<file path="src/rtl/imem_boot_loader_pkg.sv">
`default_nettype none
// ============================================================================
// Module   : imem_boot_loader_pkg
// Brief    : Shared types and constants for the byte-serial instruction
//            memory boot loader.
// Revision : 1.0 - initial release
// ============================================================================
package imem_boot_loader_pkg;

    localparam int WORD_BYTES = 4;
    localparam int BYTE_W     = 8;
    localparam int WORD_W     = WORD_BYTES * BYTE_W;
    localparam int CNT_W      = 3;

    typedef enum logic [2:0] {
        ST_IDLE  = 3'd0,
        ST_LOAD  = 3'd1,
        ST_WRITE = 3'd2,
        ST_DONE  = 3'd3,
        ST_ERROR = 3'd4
    } loader_state_e;

endpackage : imem_boot_loader_pkg
`default_nettype wire

</file>
<file path="src/rtl/imem_boot_loader_word_packer.sv">
`default_nettype none
// ============================================================================
// Module   : imem_boot_loader_word_packer
// Brief    : Steers incoming bytes into the lanes of a 32-bit word. Lanes not
//            yet written stay zero, so a short final word is zero padded.
// Revision : 1.0 - initial release
// ============================================================================
module imem_boot_loader_word_packer
    import imem_boot_loader_pkg::*;
#(
    parameter bit BIG_ENDIAN = 1'b1
) (
    input  logic              clk,
    input  logic              rst,
    input  logic              i_clear,
    input  logic              i_push,
    input  logic [BYTE_W-1:0] i_byte,
    output logic [WORD_W-1:0] o_word,
    output logic [CNT_W-1:0]  o_byte_cnt
);

    logic [CNT_W-1:0]  r_byte_cnt;
    logic [WORD_W-1:0] r_word;
    logic [1:0]        w_lane;

    // First byte lands in the top lane for big-endian, bottom lane otherwise.
    assign w_lane = BIG_ENDIAN ? (2'd3 - r_byte_cnt[1:0]) : r_byte_cnt[1:0];

    // Accumulate bytes; clearing empties the word so later padding reads zero.
    always_ff @(posedge clk) begin
        if (rst || i_clear) begin
            r_byte_cnt <= '0;
            r_word     <= '0;
        end else if (i_push) begin
            r_word[{w_lane, 3'b000} +: BYTE_W] <= i_byte;
            r_byte_cnt                         <= r_byte_cnt + 1'b1;
        end
    end

    assign o_word     = r_word;
    assign o_byte_cnt = r_byte_cnt;

endmodule : imem_boot_loader_word_packer
`default_nettype wire

</file>
<file path="src/rtl/imem_boot_loader.sv">
`default_nettype none
// ============================================================================
// Module   : imem_boot_loader
// Brief    : Packs a byte stream into instruction words, writes them to
//            instruction memory from address 0, and releases the core once
//            the whole image is loaded. Overrunning capacity is fatal.
// Revision : 1.0 - initial release
// ============================================================================
module imem_boot_loader
    import imem_boot_loader_pkg::*;
#(
    parameter int ADDR_W     = 8,
    parameter bit BIG_ENDIAN = 1'b1
) (
    input  logic              clk,
    input  logic              rst,
    input  logic              start,
    input  logic              in_valid,
    output logic              in_ready,
    input  logic [BYTE_W-1:0] in_data,
    input  logic              in_last,
    output logic              imem_we,
    output logic [ADDR_W-1:0] imem_addr,
    output logic [WORD_W-1:0] imem_wdata,
    output logic [ADDR_W:0]   word_count,
    output logic              core_run,
    output logic              done,
    output logic              overflow
);

    localparam logic [ADDR_W-1:0] C_ADDR_MAX = '1;

    loader_state_e     r_state;
    logic [ADDR_W-1:0] r_addr;
    logic [ADDR_W:0]   r_word_count;
    logic              r_full;
    logic              r_last;
    logic              r_in_ready;
    logic              r_imem_we;
    logic              r_core_run;
    logic              r_done;
    logic              r_overflow;

    logic              w_xfer;
    logic              w_push;
    logic              w_clear;
    logic              w_word_end;
    logic [CNT_W-1:0]  w_byte_cnt;
    logic [WORD_W-1:0] w_word;

    // in_ready is only ever high in LOAD, so it fully qualifies a transfer.
    assign w_xfer     = in_valid && r_in_ready;
    // Once the memory is full every further byte is dropped, never packed.
    assign w_push     = w_xfer && !r_full;
    assign w_word_end = (w_byte_cnt == 3'd3) || in_last;
    // Packer starts empty for a new load and after each word is committed.
    assign w_clear    = (r_state == ST_WRITE) || ((r_state == ST_IDLE) && start);

    imem_boot_loader_word_packer #(
        .BIG_ENDIAN (BIG_ENDIAN)
    ) u_word_packer (
        .clk        (clk),
        .rst        (rst),
        .i_clear    (w_clear),
        .i_push     (w_push),
        .i_byte     (in_data),
        .o_word     (w_word),
        .o_byte_cnt (w_byte_cnt)
    );

    // Loader FSM with address counter, full flag and registered status outputs.
    always_ff @(posedge clk) begin
        if (rst) begin
            r_state      <= ST_IDLE;
            r_addr       <= '0;
            r_word_count <= '0;
            r_full       <= 1'b0;
            r_last       <= 1'b0;
            r_in_ready   <= 1'b0;
            r_imem_we    <= 1'b0;
            r_core_run   <= 1'b0;
            r_done       <= 1'b0;
            r_overflow   <= 1'b0;
        end else begin
            r_imem_we <= 1'b0;
            case (r_state)
                ST_IDLE: begin
                    if (start) begin
                        r_state      <= ST_LOAD;
                        r_addr       <= '0;
                        r_word_count <= '0;
                        r_full       <= 1'b0;
                        r_in_ready   <= 1'b1;
                    end
                end
                ST_LOAD: begin
                    if (w_xfer) begin
                        if (r_full) begin
                            r_state    <= ST_ERROR;
                            r_in_ready <= 1'b0;
                            r_overflow <= 1'b1;
                        end else if (w_word_end) begin
                            r_state    <= ST_WRITE;
                            r_in_ready <= 1'b0;
                            r_imem_we  <= 1'b1;
                            r_last     <= in_last;
                        end
                    end
                end
                ST_WRITE: begin
                    // Address wraps after the last slot; full keeps it from being reused.
                    r_addr       <= r_addr + 1'b1;
                    r_word_count <= r_word_count + 1'b1;
                    if (r_addr == C_ADDR_MAX) begin
                        r_full <= 1'b1;
                    end
                    if (r_last) begin
                        r_state    <= ST_DONE;
                        r_done     <= 1'b1;
                        r_core_run <= 1'b1;
                    end else begin
                        r_state    <= ST_LOAD;
                        r_in_ready <= 1'b1;
                    end
                end
                ST_DONE: begin
                    r_state <= ST_DONE;
                end
                ST_ERROR: begin
                    r_state <= ST_ERROR;
                end
                default: begin
                    r_state <= ST_IDLE;
                end
            endcase
        end
    end

    assign in_ready   = r_in_ready;
    assign imem_we    = r_imem_we;
    assign imem_addr  = r_addr;
    assign imem_wdata = w_word;
    assign word_count = r_word_count;
    assign core_run   = r_core_run;
    assign done       = r_done;
    assign overflow   = r_overflow;

endmodule : imem_boot_loader
`default_nettype wire

</file>
<file path="config.mk">
export PLATFORM = sky130hd
export DESIGN_NAME = imem_boot_loader
export DESIGN_NICKNAME = d
export VERILOG_FILES = /design/src/rtl/imem_boot_loader_pkg.sv /design/src/rtl/imem_boot_loader_word_packer.sv /design/src/rtl/imem_boot_loader.sv
export SDC_FILE = /design/constraint.sdc
export NUM_CORES = 1
export LEC_CHECK = 0
export CORE_AREA = 5 5 78 80
export CTS_CLUSTER_DIAMETER = 200
export DETAILED_ROUTE_END_ITERATION = 16
export DIE_AREA = 0 0 83 85
export GPL_TIMING_DRIVEN = 0
export PLACE_DENSITY_LB_ADDON = 0.25
export SYNTH_ARGS = -nofsm -noshare
export SYNTH_HDL_FRONTEND = slang
export SYNTH_HIERARCHICAL = 1
export SYNTH_SLANG_ARGS = --single-unit
</file>
<file path="constraint.sdc">
create_clock -name clk -period 3.48 [get_ports clk]
set_input_delay 0.696 -clock clk [delete_from_list [all_inputs] [get_ports clk]]
set_output_delay 0.696 -clock clk [all_outputs]
set_load 0.02 [all_outputs]
</file>
==> flow_summary.toml <==
[power_and_ir_drop]
p_seq_share_pct = 46.5
switching_power_mw = 0.335
switching_share_pct = 22.0
p_clk_share_pct = 46.3
power_density_mw_per_mm2 = 414
p_int_mw = 1.19
power_frac_comb_pct = 7.1
ir_drop_v = 0.000249
power.leakage_nw = 1.27
total_power_mw = 1.52

[detailed_routing]
drc_errors = 0
ant_nets = 0
vias = 2568
routedWlPerCell_microns = 15.5
drt_iter0_drc = 129
vias_per_cell = 5.71
wirelength_microns = 6990
dr.pass1.iters = 4

[die]
die-height_microns = 85
fp.dieW_microns = 83
die_area_sq_mm = 0.00706
core_sq_mm = 0.00534
rows = 27
boundaryPins = 67
start_util_pct = 50.6

[global_route]
grt_max_degree = 12
grt_pass1_wl_microns = 11800
antenna_found_initial = 0
grt-ovfl-total = 0
grt_usage_pct = 20.2
grt_pass1_vias = 2500

[worst_setup_path]
critPathMaxFanout = 11
cp-end-kind = "flip-flop"
cp-start-kind = "primary input"
cp.arrival_ns = 2.99
cp.required_ns = 3.75
worstSetupPathType = "primary input to flip-flop"

[synthesis]
synth_mux_area_share_pct = 0.371
synth_xor_area_share_pct = 0.649
ys_types = 53
synth_top_family_by_area = "simple AND/OR/NAND/NOR gates"
synth_fp_nets = 316
synth-seq-area-share_pct = 45.2
synth_simple_gate_area_share_pct = 25.2
synth_area_sq_mm = 0.00270
synthAdderAreaFrac_pct = 3.24
syn_avg_cell_area_sq_um = 9.12
synth_top_flop_cell = "dfxtp_1"
synth_compound_area_share_pct = 20.5
synth_edf_count = 0
synth_seq_cells = 61
async_flop_share_pct = 0
syn_inst = 296
yosys_warnings = 6

[place]
port_buffers = 66
gp_congestion = 0.862
dpl.cell_count = 434
post-place-ws_ns = 0.470
dp_hpwl_microns = 4960
place_area_sq_mm = 0.00345

[clocking]
cts_max_path_buffers = 2
clkSinkCount = 61
insertion_delay_ns = 0.33
tritoncts = "yes"
cts_resized = 0
htreeDepth = 3
path_clk_slew_ns = 0.07
cts_buffers = 9
clockRootBuffer = "clkbuf_8"
ctsHoldBuffers = 0
cts_setup_buffers = 0

[finish]
final_nets = 393
regArea_sq_mm = 0.00122
syn2layout_area_growth_pct = 36.1
diodes = 0
final_util_pct = 68.9
multi_input_area_sq_mm = 0.00135
fill_cells = 456
layout.cells.non_filler = 450
fin_area_sq_mm = 0.00368
drive_gt1_share_pct = 8.99

[sta]
finClkSkew_ns = 0.0101
period_share_pct = 78.0
fmax_mhz = 368
timing.setup.tns_ns = 0
period_minus_slack_ns = 2.72
relSlewSlack_pct = 60.0
worst_slack_ns = 0.764
hold_violations = 0
worstMarginPinSlew_ns = 0.595
hold_slack_ns = 0.454
final_max_slew_viol_count = 0
finalSetupViolCount = 0
rsz0062_at_grt = "false"

[run]
max_cap_violations = 0

[min_path]
hold_class = "flip-flop to flip-flop"

[status]
status = "finished, final reports clean"
## synthesized netlist by cell type, types with 3 or more instances
master,instances,area [sq um]
dfxtp_1,61,1220
nor2_1,43,161
nand2_1,23,86.3
a21oi_1,21,105
nand3_1,14,70.1
a2bb2oi_1,8,70.1
a32o_1,8,80.1
nand4b_1,8,70.1
a32oi_1,7,61.3
clkbuf_1,7,26.3
ha_1,7,87.6
o21ai_0,7,35.0
buf_2,6,30.0
nand3b_1,6,45.0
nor3_1,5,25.0
a311oi_1,4,35.0
and3_1,4,25.0
buf_6,4,45.0
inv_1,4,15.0
a31oi_1,3,18.8
nand4_1,3,18.8
## registers in the layout (all words and copies together) (netlist names)
name and cells:
done 1, imem_addr 8, imem_we 1, in_ready 1
overflow 1, r_full 1, r_last 1, r_state 3
u_word_packer/o_byte_cnt 3, u_word_packer/o_word 32, word_count 9
## cell type report
type / count / share of cell area (%)
multi-input cells: 211 / 36.7
flip-flops and latches: 61 / 33.2
repair buffers: 66 / 18.0
clock buffers: 12 / 4.22
plain buffers: 20 / 3.17
well taps: 72 / 2.45
clock inverters: 4 / 1.91
inverters: 4 / 0.408
## layout by cell type (no fill, tap or decap), drive strengths merged, types with 3 or more instances in the layout
cell type | netlist | routed
a21oi | 22 | 22
a2bb2oi | 8 | 8
a311oi | 5 | 5
a31oi | 3 | 3
a32o | 8 | 8
a32oi | 7 | 7
and3 | 4 | 4
buf | 13 | 13
clkbuf | 7 | 19
clkdlybuf4s50 | 0 | 66
dfxtp | 61 | 61
ha | 7 | 7
inv | 4 | 4
nand2 | 23 | 23
nand3 | 14 | 14
nand3b | 6 | 6
nand4 | 3 | 3
nand4b | 8 | 8
nor2 | 43 | 43
nor3 | 6 | 6
o21ai | 8 | 8
## metal layers
| metal | wire length, microns | GRT usage [%] | vias to the layer above |
|---|---|---|---|
| li1 | - | - | 1250 |
| met1 | 2980 | 24.7 | 1224 |
| met2 | 3390 | 33.5 | 79 |
| met3 | 464 | 5.53 | 15 |
| met4 | 146 | 8.32 | 0 |
| met5 | 0 | 0 | - |
## worst paths after layout
path	slack, ns	end	start	depth (start not counted)
worst max-delay path	0.76	u_word_packer/o_word[17]$_SDFFE_PP0P_	start	8
worst min-delay path	0.45	u_word_packer/o_word[27]$_SDFFE_PP0P_	u_word_packer/o_word[27]$_SDFFE_PP0P_	2
worst max register to register	1.15	u_word_packer/o_word[17]$_SDFFE_PP0P_	r_state[1]$_SDFFE_PP0P_	8
worst min register to register	0.45	u_word_packer/o_word[27]$_SDFFE_PP0P_	u_word_packer/o_word[27]$_SDFFE_PP0P_	2
## logic make-up after synthesis
group,count (synthesis)
simple gates,125
compound gates,76
flops,61
buf+inv,24
fa+ha+maj,7
xor+xnor,2
mux,1
## power groups by stage
stage,clock network (mW),logic [mW],registers (mW)
after floorplan,0,0.0590,0.727
after global placement,0,0.107,0.723
after detailed placement,0,0.107,0.723
after CTS,0.712,0.108,0.707
after global routing,0.750,0.117,0.708
final,0.705,0.109,0.708
## worst max-delay path, stage by stage
cell and delay (ns):
clkdlybuf4s50_1 0.44, o21ai_1 0.50, inv_1 0.11, buf_2 0.22
or2_1 0.24, clkbuf_1 0.22, a21oi_2 0.37, a32o_1 0.19
Note: power is estimated with default switching activity, not from simulation.
